`src/rtl/jack_life_ctrl.sv`:
```
// Life/invulnerability/game-over controller driven by the Jack/slime contact flag.
// Optional EXTRA_LIFE_EN adds a `bonus` input and LIVES_MAX saturation.
module jack_life_ctrl #(
  parameter int unsigned LIVES_INIT    = 3,
  parameter int unsigned INVULN_FRAMES = 120,
  parameter int unsigned BLINK_FRAMES  = 8,
  parameter logic [9:0]  RESPAWN_X     = 10'd40,
  parameter logic [8:0]  RESPAWN_Y     = 9'd400
`ifdef EXTRA_LIFE_EN
  ,
  parameter int unsigned LIVES_MAX     = 5
`endif
) (
  input  logic       clk,
  input  logic       rst_n,
  input  logic       broken,
  input  logic       frame_tick,
  input  logic       restart,
`ifdef EXTRA_LIFE_EN
  input  logic       bonus,
`endif
  output logic [2:0] lives,
  output logic       hit_pulse,
  output logic       respawn,
  output logic [9:0] respawn_x,
  output logic [8:0] respawn_y,
  output logic       jack_visible,
  output logic       invuln,
  output logic       game_over
);

  typedef enum logic [1:0] {
    StAlive  = 2'b00,
    StInvuln = 2'b01,
    StOver   = 2'b10
  } state_e;

  localparam logic [2:0] LivesInit  = 3'(LIVES_INIT);
  localparam logic [7:0] InvulnInit = 8'(INVULN_FRAMES);
  localparam logic [7:0] BlinkInit  = 8'(BLINK_FRAMES);

  logic       bonus_in;
  logic [2:0] lives_max;
`ifdef EXTRA_LIFE_EN
  assign bonus_in  = bonus;
  assign lives_max = 3'(LIVES_MAX);
`else
  assign bonus_in  = 1'b0;
  assign lives_max = 3'd7;
`endif

  state_e     state_q, state_d;
  logic [2:0] lives_q, lives_d, lives_dec;
  logic [7:0] frame_cnt_q, frame_cnt_d;
  logic [7:0] blink_cnt_q, blink_cnt_d;
  logic       hit_q, hit_d;
  logic       respawn_q, respawn_d;
  logic       visible_q, visible_d;
  logic       invuln_q, over_q;

  assign lives_dec = (lives_q != 3'd0) ? lives_q - 3'd1 : 3'd0;

  always_comb begin
    state_d     = state_q;
    lives_d     = lives_q;
    frame_cnt_d = frame_cnt_q;
    blink_cnt_d = blink_cnt_q;
    hit_d       = 1'b0;
    respawn_d   = 1'b0;
    visible_d   = visible_q;
    case (state_q)
      StAlive: begin
        visible_d = 1'b1;
        // One grace cycle after a respawn keeps the respawn pulse from repeating back to back.
        if (broken && !respawn_q) begin
          hit_d = 1'b1;
          if (lives_q > 3'd1 || bonus_in) begin
            lives_d     = (bonus_in && lives_dec < lives_max) ? lives_dec + 3'd1 : lives_dec;
            respawn_d   = 1'b1;
            state_d     = StInvuln;
            frame_cnt_d = InvulnInit;
            blink_cnt_d = BlinkInit;
            visible_d   = 1'b0;
          end else begin
            lives_d   = 3'd0;
            state_d   = StOver;
            visible_d = 1'b0;
          end
        end else if (bonus_in && lives_q < lives_max) begin
          lives_d = lives_q + 3'd1;
        end
      end
      StInvuln: begin
        if (bonus_in && lives_q < lives_max) begin
          lives_d = lives_q + 3'd1;
        end
        if (frame_tick) begin
          if (frame_cnt_q <= 8'd1) begin
            state_d     = StAlive;
            frame_cnt_d = 8'd0;
            blink_cnt_d = 8'd0;
            visible_d   = 1'b1;
          end else begin
            frame_cnt_d = frame_cnt_q - 8'd1;
            if (blink_cnt_q <= 8'd1) begin
              visible_d   = ~visible_q;
              blink_cnt_d = BlinkInit;
            end else begin
              blink_cnt_d = blink_cnt_q - 8'd1;
            end
          end
        end
      end
      StOver: begin
        lives_d   = 3'd0;
        visible_d = 1'b0;
        if (restart) begin
          lives_d   = LivesInit;
          respawn_d = 1'b1;
          visible_d = 1'b1;
          state_d   = StAlive;
        end
      end
      default: begin
        state_d   = StAlive;
        visible_d = 1'b1;
      end
    endcase
  end

  always_ff @(posedge clk) begin
    if (!rst_n) begin
      state_q     <= StAlive;
      lives_q     <= LivesInit;
      frame_cnt_q <= 8'd0;
      blink_cnt_q <= 8'd0;
      hit_q       <= 1'b0;
      respawn_q   <= 1'b0;
      visible_q   <= 1'b1;
      invuln_q    <= 1'b0;
      over_q      <= 1'b0;
    end else begin
      state_q     <= state_d;
      lives_q     <= lives_d;
      frame_cnt_q <= frame_cnt_d;
      blink_cnt_q <= blink_cnt_d;
      hit_q       <= hit_d;
      respawn_q   <= respawn_d;
      visible_q   <= visible_d;
      invuln_q    <= (state_d == StInvuln);
      over_q      <= (state_d == StOver);
    end
  end

  assign lives        = lives_q;
  assign hit_pulse    = hit_q;
  assign respawn      = respawn_q;
  assign respawn_x    = RESPAWN_X;
  assign respawn_y    = RESPAWN_Y;
  assign jack_visible = visible_q;
  assign invuln       = invuln_q;
  assign game_over    = over_q;

endmodule

```
`config.mk`:
```
export PLATFORM = sky130hd
export DESIGN_NAME = jack_life_ctrl
export DESIGN_NICKNAME = d
export VERILOG_FILES = /design/src/rtl/jack_life_ctrl.sv
export SDC_FILE = /design/constraint.sdc
export NUM_CORES = 1
export LEC_CHECK = 0
export CORE_ASPECT_RATIO = 1.1
export CORE_MARGIN = 10
export CORE_UTILIZATION = 60
export DETAILED_ROUTE_END_ITERATION = 16
export DONT_BUFFER_PORTS = 1
export PLACE_DENSITY = 0.76
export SLEW_MARGIN = 15
export SYNTH_ARGS = -nofsm -noshare
export SYNTH_HDL_FRONTEND = slang
export SYNTH_SLANG_ARGS = --single-unit
```
`constraint.sdc`:
```
create_clock -name clk -period 4.34 [get_ports clk]
set_input_delay 0.651 -clock clk [delete_from_list [all_inputs] [get_ports clk]]
set_output_delay 0.651 -clock clk [all_outputs]
set_load 0.005 [all_outputs]
```
==> run summary, run 1 <==
Clock Latency Late Sink: 0.33 ns
Via count: 1,312
Final WL: 3390 um
Slowest CP cell: a31oi_1
Core area: 2320 um^2
Slew @ Worst Pin: 0.649 ns
Dpl hpwl: 2560 um
Status: finished clean
Max FO, Critical Path: 5
Setup crit end kind: flop
Die area: 4910 um^2
DR DRC count: 0
Sequential area share after synthesis: 0.346
Share of cells above drive strength 1: 0.0541
Startpoint types: flop
Peak Freq: 0.450 GHz
Met2 WL: 1620 um
Power after layout: 580 uW
Drt first pass iters: 4
Die width: 67.8 um
EDFF count, synth: 0
Clock root cell: clkbuf_4
Mean Syn Cell Area: 8.01 um^2
Worst EP required: 4.60 ns
Core Rows: 18
Initial Utilization: 0.649
GPL Wtd Cong: 0.854
H-tree Lvls: 1
Share of the synthesized area in the top cell type: 0.346
Post-Syn Area: 1510 um^2
Largest net degree at the start of global routing: 18
Final min period: 2.22 ns
Max clock buf depth: 2
N_diodes: 0
Yosys cell types: 42
RSZ-0062 raised after global routing: false
Grt ovf: 0
Dominant cells by area after synthesis: dfxtp_1 (35%), buf_4 (9.5%), a21oi_1 (5.7%)
Vias in the first global route: 1,242
First-iteration detailed-routing DRC count: 82
Main synth FF type: dfxtp_1
Post_cts resized: 0
Num CTS Buffers: 3
CTS tree: built
CP Cell Sequence: inv_1 > ha_1 > or2_2 > a31oi_1 > nand2_2 > or4_1 > o21ai_0
Ys Warns: 0
Max Used Layer: met4
Critical path data arrival time: 2.49 ns
Cts hold-fix bufs: 0
Die Y: 72.5 um
Slew Limit Headroom: 0.565
Post-CTS setup buffers: 0
Biggest area consumer among synthesized cells: dfxtp_1
PD cells: 392 nW/um^2
Initial antenna violation count: 0
Final setup TNS: 0 ns
Clock sinks: 26
Kind of critical path: reg2reg
Final nets: 197
First-pass GRT wire length: 5510 um
Final period util: 0.513
# setup viols final: 0
Io pins: 32
Routed Antenna Nets: 0
Fin. Hold Viols: 0
Async set-reset flop share out of synthesis: 0
Syn Inst Count: 188
Met1 WL: 1310 um
Yosys reg bits: 26
Worst hold path type: in2reg
Clock Skew: 0.00380 ns
IO buf count: 0
Critical path's largest stage delay: 0.49 ns
Max-slew violations: 0
Max cap viols: 0
Clock transition at path regs: 0.14 ns
Routed len/inst: 15.8 um
Vias per cell: 6.10
Met3 Wirelength: 411 um
GRT Total Usage: 0.136
Area delta synth->final: -1.66%
Maximum vdd drop: 0.000266 V
Leak: 0.579 nW
kinds of logic after synthesis:
family          count (synthesis)  share of synthesized area
flops                          26                      0.346
simple gates                   69                      0.242
fa+ha+maj                       6                     0.0499
buf+inv                        33                      0.131
other cells                     2                    0.00499
compound gates                 52                      0.227
final cells by class:
class | instances | area [um^2]
sequential | 26 | 520
fill | 202 | 840
inverter | 9 | 33.8
clock buffer | 4 | 36.3
multi-input combinational | 146 | 852
tap | 30 | 37.5
where the power goes:
part           total (mW)  switching (mW)  internal, mW  leakage, nW
logic               0.169           0.107        0.0620        0.345
registers           0.285          0.0250         0.260        0.213
clock network       0.125          0.0738        0.0514       0.0210
total               0.580           0.206         0.374        0.579
path summary, 6_finish.rpt:
check / startpoint / endpoint / slack, ns / cells after the start
max: frame_cnt_q[0]$_SDFFE_PN0P_ / frame_cnt_q[7]$_SDFFE_PN0P_ / 2.12 / 7
min: rst_n / state_q[1]$_SDFF_PN0_ / 0.43 / 1
max reg2reg: frame_cnt_q[0]$_SDFFE_PN0P_ / frame_cnt_q[7]$_SDFFE_PN0P_ / 2.12 / 7
min reg2reg: blink_cnt_q[7]$_SDFFE_PN0P_ / blink_cnt_q[7]$_SDFFE_PN0P_ / 0.49 / 2
Yosys cell counts (all sizes together), types with 3 or more instances:
library cell,count
dfxtp,26
buf,20
a21oi,17
nor2,17
nand2,14
o21ai,11
inv,9
nor3,7
ha,6
nand3,6
nor4,5
clkbuf,4
or4,4
a31oi,3
and2,3
nor2b,3
o21a,3
o22ai,3
worst max-delay path, delay by kind of cell, from the launching register on:
family | cells | cell delay (ns)
AO/OA/AOI/OAI | 2 | 0.57
adder cells (fa/ha/maj) | 1 | 0.22
buffers and inverters | 1 | 0.08
flip-flops | 1 | 0.42
AND/OR/NAND/NOR | 3 | 0.88
sequential cells by signal (all words and copies together), names as in the netlist:
signal        count
blink_cnt_q       8
lives             3
jack_visible      1
respawn           1
hit_pulse         1
game_over         1
invuln            1
state_q           2
frame_cnt_q       8
per-layer routing:
metal,up-vias,track usage
li1,630,-
met1,616,0.154
met2,59,0.230
met3,7,0.0492
met4,0,0.0434
met5,-,0
layout by cell type (no fill, tap or decap), drive strengths merged, types with 3 or more instances in the layout:
cell type / Yosys / layout
or4: 4 / 4
o21a: 3 / 3
o21ai: 11 / 11
nor4: 5 / 5
nand3: 6 / 6
nand2: 14 / 14
nor2b: 3 / 3
nor2: 17 / 17
o22ai: 3 / 3
inv: 9 / 9
nor3: 7 / 7
clkbuf: 4 / 4
dfxtp: 26 / 26
a21oi: 17 / 17
and2: 3 / 3
ha: 6 / 6
conb: 2 / 19
a31oi: 3 / 3
metrics by stage:
stage	instances	hold slack, ns	instance area, um^2	utilization	worst slack, ns
5_1_grt	215	0.419	1480	0.638	1.99
3_5_place_dp	211	0.474	1440	0.622	2.18
4_1_cts	215	0.428	1480	0.638	2.19
3_3_place_gp	211	0.467	1440	0.622	2.25
6_report	215	0.429	1480	0.638	2.12
2_1_floorplan	205	0.449	1570	-	2.39
Note: power is estimated with default switching activity, not from simulation.
==> inputs of run 2 (changes only) <==
--- a/config.mk
+++ b/config.mk
@@ -7,10 +7,10 @@
 export LEC_CHECK = 0
 export CORE_ASPECT_RATIO = 1.1
 export CORE_MARGIN = 10
-export CORE_UTILIZATION = 60
+export CORE_UTILIZATION = 56
 export DETAILED_ROUTE_END_ITERATION = 16
 export DONT_BUFFER_PORTS = 1
-export PLACE_DENSITY = 0.76
+export PLACE_DENSITY = 0.74
 export SLEW_MARGIN = 15
 export SYNTH_ARGS = -nofsm -noshare
 export SYNTH_HDL_FRONTEND = slang
==> constraint.sdc (replaced) <==
create_clock -name clk -period 2.04 [get_ports clk]
set_input_delay 0.306 -clock clk [delete_from_list [all_inputs] [get_ports clk]]
set_output_delay 0.306 -clock clk [all_outputs]
set_load 0.005 [all_outputs]
==> run 2 against run 1 <==
Against the previous run: cell count grew 3.3%; register-to-register slack lost 2.0 ns; count of clock-buffer cells in the layout shrank 1; first-iteration DRC count shrank 43%; sequential share of layout area shrank 1.7 points; critical path type unchanged; critical endpoint is now jack_visible$_SDFFE_PN1P_; largest cell class unchanged.
==> run summary, run 2 (same netlist as run 1, synthesis figures left out) <==
Maximum vdd drop: 0.000611 V (+130%)
Clock root cell: clkbuf_4
Share of cells above drive strength 1: 0.105 (+0.0507)
Multi-input gate area: 866 um^2 (+1.6%)
Switching share of power: 0.332 (-0.0230)
Met3 Use GR: 0.0545 (+0.00537)
Storage cell area: 522 um^2 (+0.24%)
Part of the power in registers: 0.445 (-0.047)
Num CTS Buffers: 3 (unchanged)
H-tree Lvls: 1 (unchanged)
Vias per cell: 5.73 (-6.2%)
Design area: 1560 um^2 (+5.2%)
Initial antenna violation count: 0 (unchanged)
N_diodes: 0 (unchanged)
Core Rows: 19 (+1)
Slew Limit Headroom: 0.628 (+0.0622)
Clock transition at path regs: 0.16 ns (+0.02 ns)
Dpl hpwl: 2510 um (-1.9%)
PD cells: 872 nW/um^2 (+120%)
Worst EP required: 2.29 ns (-2.31 ns)
Routed Antenna Nets: 0 (unchanged)
Io pins: 32 (unchanged)
Post-CTS setup buffers: 0 (unchanged)
First-iteration detailed-routing DRC count: 47 (-43%)
M1 GR Usage: 0.137 (-0.0166)
Status: finished clean
Critical path data arrival time: 2.19 ns (-0.30 ns)
Final setup TNS: 0 ns (unchanged)
Clock power frac: 0.268 (+0.052)
Slew @ Worst Pin: 0.558 ns (-0.0909 ns)
Kind of critical path: reg2reg
Core area: 2540 um^2 (+9.7%)
Comb power frac: 0.287 (-0.005)
Final WL: 3300 um (-2.9%)
Max-slew violations: 0 (unchanged)
Final nets: 203 (+3.0%)
Routed len/inst: 14.9 um (-5.9%)
First-pass GRT wire length: 5440 um (-1.3%)
Setup crit end kind: flop
Most frequent cells in the layout: dfxtp_1 (25), conb_1 (19), nor2_1 (17), a21oi_1 (17), nand2_1 (13)
Via count: 1,271 (-3.1%)
Clock Skew: 0.0150 ns (+0.0112 ns)
Clock Latency Late Sink: 0.34 ns (about the same)
Grt ovf: 0 (unchanged)
P_int: 907 uW (+140%)
Worst hold path type: in2reg
IO buf count: 0 (unchanged)
Max FO, Critical Path: 9 (+4)
Leak: 0.617 nW (+6.6%)
Area of placed instances: 1490 um^2 (+3.2%)
Commonest non-fill, non-tap cell in the layout: dfxtp_1
Peak Freq: 0.516 GHz (+15%)
CTS tree: built
Die width: 69.4 um (+2.5%)
Max clock buf depth: 2 (unchanged)
Final period util: 0.950 (+0.437)
GPL Wtd Cong: 0.899 (+5.2%)
Hold Crit Depth: 2 (+1)
Max cap viols: 0 (unchanged)
Drt first pass iters: 4 (unchanged)
Die area: 5160 um^2 (+5.1%)
Die Y: 74.4 um (+2.5%)
Post-layout util: 0.612 (-0.0257)
Filler instances: 227 (+12%)
Global-route track usage on met2: 0.210 (-0.0195)
Clock sinks: 26 (unchanged)
Sw Pwr: 452 uW (+120%)
GRT Total Usage: 0.124 (-0.0125)
Vias in the first global route: 1,203 (-3.1%)
Largest net degree at the start of global routing: 18 (unchanged)
Startpoint types: flop
Initial Utilization: 0.592 (-0.0571)
Fin. Hold Viols: 0 (unchanged)
DR DRC count: 0 (unchanged)
Area delta synth->final: 3.49%
RSZ-0062 raised after global routing: true
Final min period: 1.94 ns (-0.287 ns)
# setup viols final: 0 (unchanged)
Register-to-Register Path Depth: 5 (-2)
Top Usage Layer GRT: met2
## run 2: power by group through the flow
stage / registers, mW / logic [mW] / clock network, mW
after detailed placement: 0.615 / 0.372 / 0
after CTS: 0.604 / 0.374 / 0.368
final: 0.604 / 0.390 / 0.365
after global routing: 0.612 / 0.435 / 0.381
after global placement: 0.613 / 0.362 / 0
after floorplan: 0.601 / 0.320 / 0
## run 2: cell type report
cell class | count | area share
inverter | 9 | 0.0217
tap | 31 | 0.0249
multi-input combinational | 146 | 0.556
sequential | 26 | 0.335
timing repair buffer | 6 | 0.0289
clock buffer | 3 | 0.0145
clock inverter | 1 | 0.0193
## run 2: final timing paths
path / startpoint / end / slack [ns]
max: frame_cnt_q[5]$_SDFFE_PN0P_ / jack_visible$_SDFFE_PN1P_ / 0.10
min: rst_n / frame_cnt_q[3]$_SDFFE_PN0P_ / 0.09
max reg2reg: frame_cnt_q[5]$_SDFFE_PN0P_ / jack_visible$_SDFFE_PN1P_ / 0.10
min reg2reg: blink_cnt_q[7]$_SDFFE_PN0P_ / blink_cnt_q[7]$_SDFFE_PN0P_ / 0.49
## run 2: what timing repair did
item / 4_1_cts / 5_1_grt
endpoints found under the setup margin: 0 / 8
resized for setup: 0 / 4
hold buffers: 0 / 0
## run 2: through the flow
| stage | cells | hold slack (ns) | total power [mW] | setup WS (ns) |
|---|---|---|---|---|
| floorplan | 205 | 0.447 | 0.921 | 0.130 |
| global placement | 218 | 0.429 | 0.975 | 0.155 |
| detailed placement | 218 | 0.435 | 0.986 | 0.0700 |
| CTS | 222 | 0.0813 | 1.35 | 0.0333 |
| global route | 222 | 0.0693 | 1.43 | -0.0192 |
| finish | 222 | 0.0854 | 1.36 | 0.103 |
## run 2: routing by layer
metal | vias to the layer above | share of wire
li1 | 640 | -
met1 | 595 | 0.43
met2 | 31 | 0.46
met3 | 5 | 0.10
met4 | 0 | 0.010
met5 | - | 0
## run 2: worst max-delay path, stage by stage (launching register included)
cell     delay, ns
dfxtp_1       0.38
nor4_1        0.48
and3_2        0.38
o21ai_0       0.14
a221o_1       0.36
o31a_1        0.10
==> inputs of run 3 (changes only) <==
--- a/config.mk
+++ b/config.mk
@@ -6,7 +6,7 @@
 export NUM_CORES = 1
 export LEC_CHECK = 0
 export CORE_ASPECT_RATIO = 1.1
-export CORE_MARGIN = 10
+export CORE_MARGIN = 2
 export CORE_UTILIZATION = 56
 export DETAILED_ROUTE_END_ITERATION = 16
 export DONT_BUFFER_PORTS = 1
==> run 3 against run 2 <==
Against the previous run: utilization down 1.4 points; maximum frequency up 1.2%; global-route usage up 11 points; sequential cell count unchanged; routed wire length down 5.9%; register-to-register slack better by 0.02 ns; count of clock-buffer cells in the layout unchanged; design area down 3.2%; non-clock buffer count down 1; critical path depth up 3; sequential power about the same; largest cell class unchanged; highest routed layer unchanged.
==> run summary, run 3 (same netlist as run 1, synthesis figures left out) <==
Status: finished clean
Slew Limit Headroom: 0.646 (+0.0188)
Area delta synth->final: 0.166%
Setup crit end kind: flop
GRT Total Usage: 0.232 (+0.108)
CP Cell Sequence: inv_1 > ha_1 > or2_2 > a31oi_1 > buf_4 > nand2_2 > or4_1 > o21ai_0
Routed Antenna Nets: 0 (unchanged)
CP bufs+invs: 2 (+2)
Largest net degree at the start of global routing: 16 (-2)
Leak: 0.597 nW (-3.3%)
Post-layout util: 0.598 (-0.0141)
Filler instances: 254 (+12%)
Max FO, Critical Path: 5 (-4)
Drt first pass iters: 4 (unchanged)
PnR worst setup slack: 0.126 ns (+0.0231 ns)
Die Y: 58.4 um (-22%)
Clock sinks: 26 (unchanged)
Final nets: 202 (-0.49%)
Clock root cell: clkbuf_4
Worst EP required: 2.28 ns (about the same)
Initial antenna violation count: 0 (unchanged)
Min-Delay Endpoint: frame_cnt_q[4]$_SDFFE_PN0P_
Max-slew violations: 0 (unchanged)
Final WL: 3100 um (-5.9%)
CTS tree: built
Vias per cell: 5.88 (+2.7%)
GPL Wtd Cong: 0.850 (-5.4%)
DR DRC count: 0 (unchanged)
Core area: 2520 um^2 (-0.93%)
Kind of critical path: reg2reg
Die area: 3120 um^2 (-40%)
IO buf count: 0 (unchanged)
Met3 Wirelength: 174 um (-48%)
PD cells: 786 nW/um^2 (-9.8%)
RSZ-0062 raised after global routing: false
# setup viols final: 0 (unchanged)
R2r setup slk: 0.13 ns (+0.02 ns)
Critical path's largest stage delay: 0.39 ns (-0.09 ns)
Die width: 53.4 um (-23%)
Design area: 1510 um^2 (-3.2%)
Met2 WL: 1530 um (+1.5%)
Core Rows: 19 (unchanged)
Grt ovf: 0 (unchanged)
Hold Crit Depth: 1 (-1)
Final period util: 0.938 (-0.0113)
Share of cells above drive strength 1: 0.0847 (-0.0201)
Dpl cells: 217 (-0.46%)
Max clock buf depth: 2 (unchanged)
Dpl hpwl: 2360 um (-6.1%)
Delay-heaviest family, CP: simple AND/OR/NAND/NOR gates
Register-to-Register Path Depth: 8 (+3)
Final setup TNS: 0 ns (unchanged)
Critical path data arrival time: 2.15 ns (-0.04 ns)
Max Used Layer: met4
First-iteration detailed-routing DRC count: 27 (-43%)
Num CTS Buffers: 3 (unchanged)
Final min period: 1.91 ns (-0.0231 ns)
Slowest CP cell: or4_1
Startpoint types: flop
Worst hold path type: in2reg
Final Instance Count excl. Fillers: 220 (-0.90%)
Peak Freq: 0.522 GHz (+1.2%)
Vias in the first global route: 1,262 (+4.9%)
Hold path startpoint: rst_n
Maximum vdd drop: 0.000482 V (-21%)
Most frequent cells in the layout: dfxtp_1 (25), conb_1 (19), nor2_1 (17), a21oi_1 (17), nand2_1 (13)
Critical R2R Capture: frame_cnt_q[7]$_SDFFE_PN0P_
Clock Latency Late Sink: 0.32 ns (-0.02 ns)
Pre-CTS setup slack: 0.0849 ns (+0.0148 ns)
H-tree Lvls: 1 (unchanged)
N_diodes: 0 (unchanged)
First-pass GRT wire length: 5450 um (+0.26%)
Routed len/inst: 14.1 um (-5.1%)
Area of placed instances: 1480 um^2 (-0.50%)
Via count: 1,293 (+1.7%)
Met1 WL: 1330 um (-6.1%)
Commonest non-fill, non-tap cell in the layout: dfxtp_1
Slew @ Worst Pin: 0.530 ns (-0.0277 ns)
Io pins: 32 (unchanged)
Max cap viols: 0 (unchanged)
Critical R2R Launch: frame_cnt_q[0]$_SDFFE_PN0P_
Fin. Hold Viols: 0 (unchanged)
Initial Utilization: 0.597 (+0.00558)
Clock Skew: 0.0141 ns (-0.000984 ns)
Clock transition at path regs: 0.13 ns (-0.03 ns)
==> run 3: layout make-up <==
class,instances,area (um^2),share of cell area
Multi-Input combinational cell,146,853,0.566
Clock buffer,3,22.5,0.0149
Tap cell,31,38.8,0.0257
Timing Repair Buffer,5,37.5,0.0249
Inverter,9,33.8,0.0224
Sequential cell,26,522,0.346
==> run 3: where the power goes <==
part | total, mW | switching, mW | leakage, nW | internal [mW]
clock network | 0.207 | 0.138 | 0.0138 | 0.0690
registers | 0.605 | 0.0506 | 0.213 | 0.554
logic | 0.374 | 0.226 | 0.370 | 0.148
total | 1.19 | 0.414 | 0.597 | 0.771
==> run 3: worst max-delay path by stage <==
| stage | start | end | slack [ns] | cells past startpoint |
|---|---|---|---|---|
| 2_1_floorplan | frame_cnt_q[0]$_SDFFE_PN0P_ | blink_cnt_q[4]$_SDFFE_PN0P_ | 0.13 | 8 |
| 3_3_place_gp | frame_cnt_q[0]$_SDFFE_PN0P_ | frame_cnt_q[7]$_SDFFE_PN0P_ | 0.20 | 8 |
| 3_5_place_dp | frame_cnt_q[0]$_SDFFE_PN0P_ | frame_cnt_q[7]$_SDFFE_PN0P_ | 0.08 | 8 |
| 4_1_cts | frame_cnt_q[0]$_SDFFE_PN0P_ | frame_cnt_q[7]$_SDFFE_PN0P_ | 0.07 | 8 |
| 5_1_grt | frame_cnt_q[1]$_SDFFE_PN0P_ | blink_cnt_q[4]$_SDFFE_PN0P_ | 0.02 | 8 |
| 6_report | frame_cnt_q[0]$_SDFFE_PN0P_ | frame_cnt_q[7]$_SDFFE_PN0P_ | 0.13 | 8 |
==> run 3: per-stage QoR <==
stage                     hold WS (ns)  total power, mW
after floorplan                  0.447            0.921
after global placement           0.432            0.965
after detailed placement         0.434            0.980
after CTS                        0.111             1.18
after global routing            0.0927             1.27
final                            0.112             1.19
==> run 3: per-layer routing <==
| metal | up-vias | global-route usage |
|---|---|---|
| met4 | 0 | 0.0989 |
| met5 | - | 0 |
| li1 | 639 | - |
| met3 | 9 | 0.0431 |
| met2 | 45 | 0.399 |
| met1 | 600 | 0.279 |
==> run 3: what timing repair did <==
item	in CTS	in global routing
hold buffers	0	0
gates resized for setup	0	3
setup buffers	0	0
setup endpoints to repair	0	8
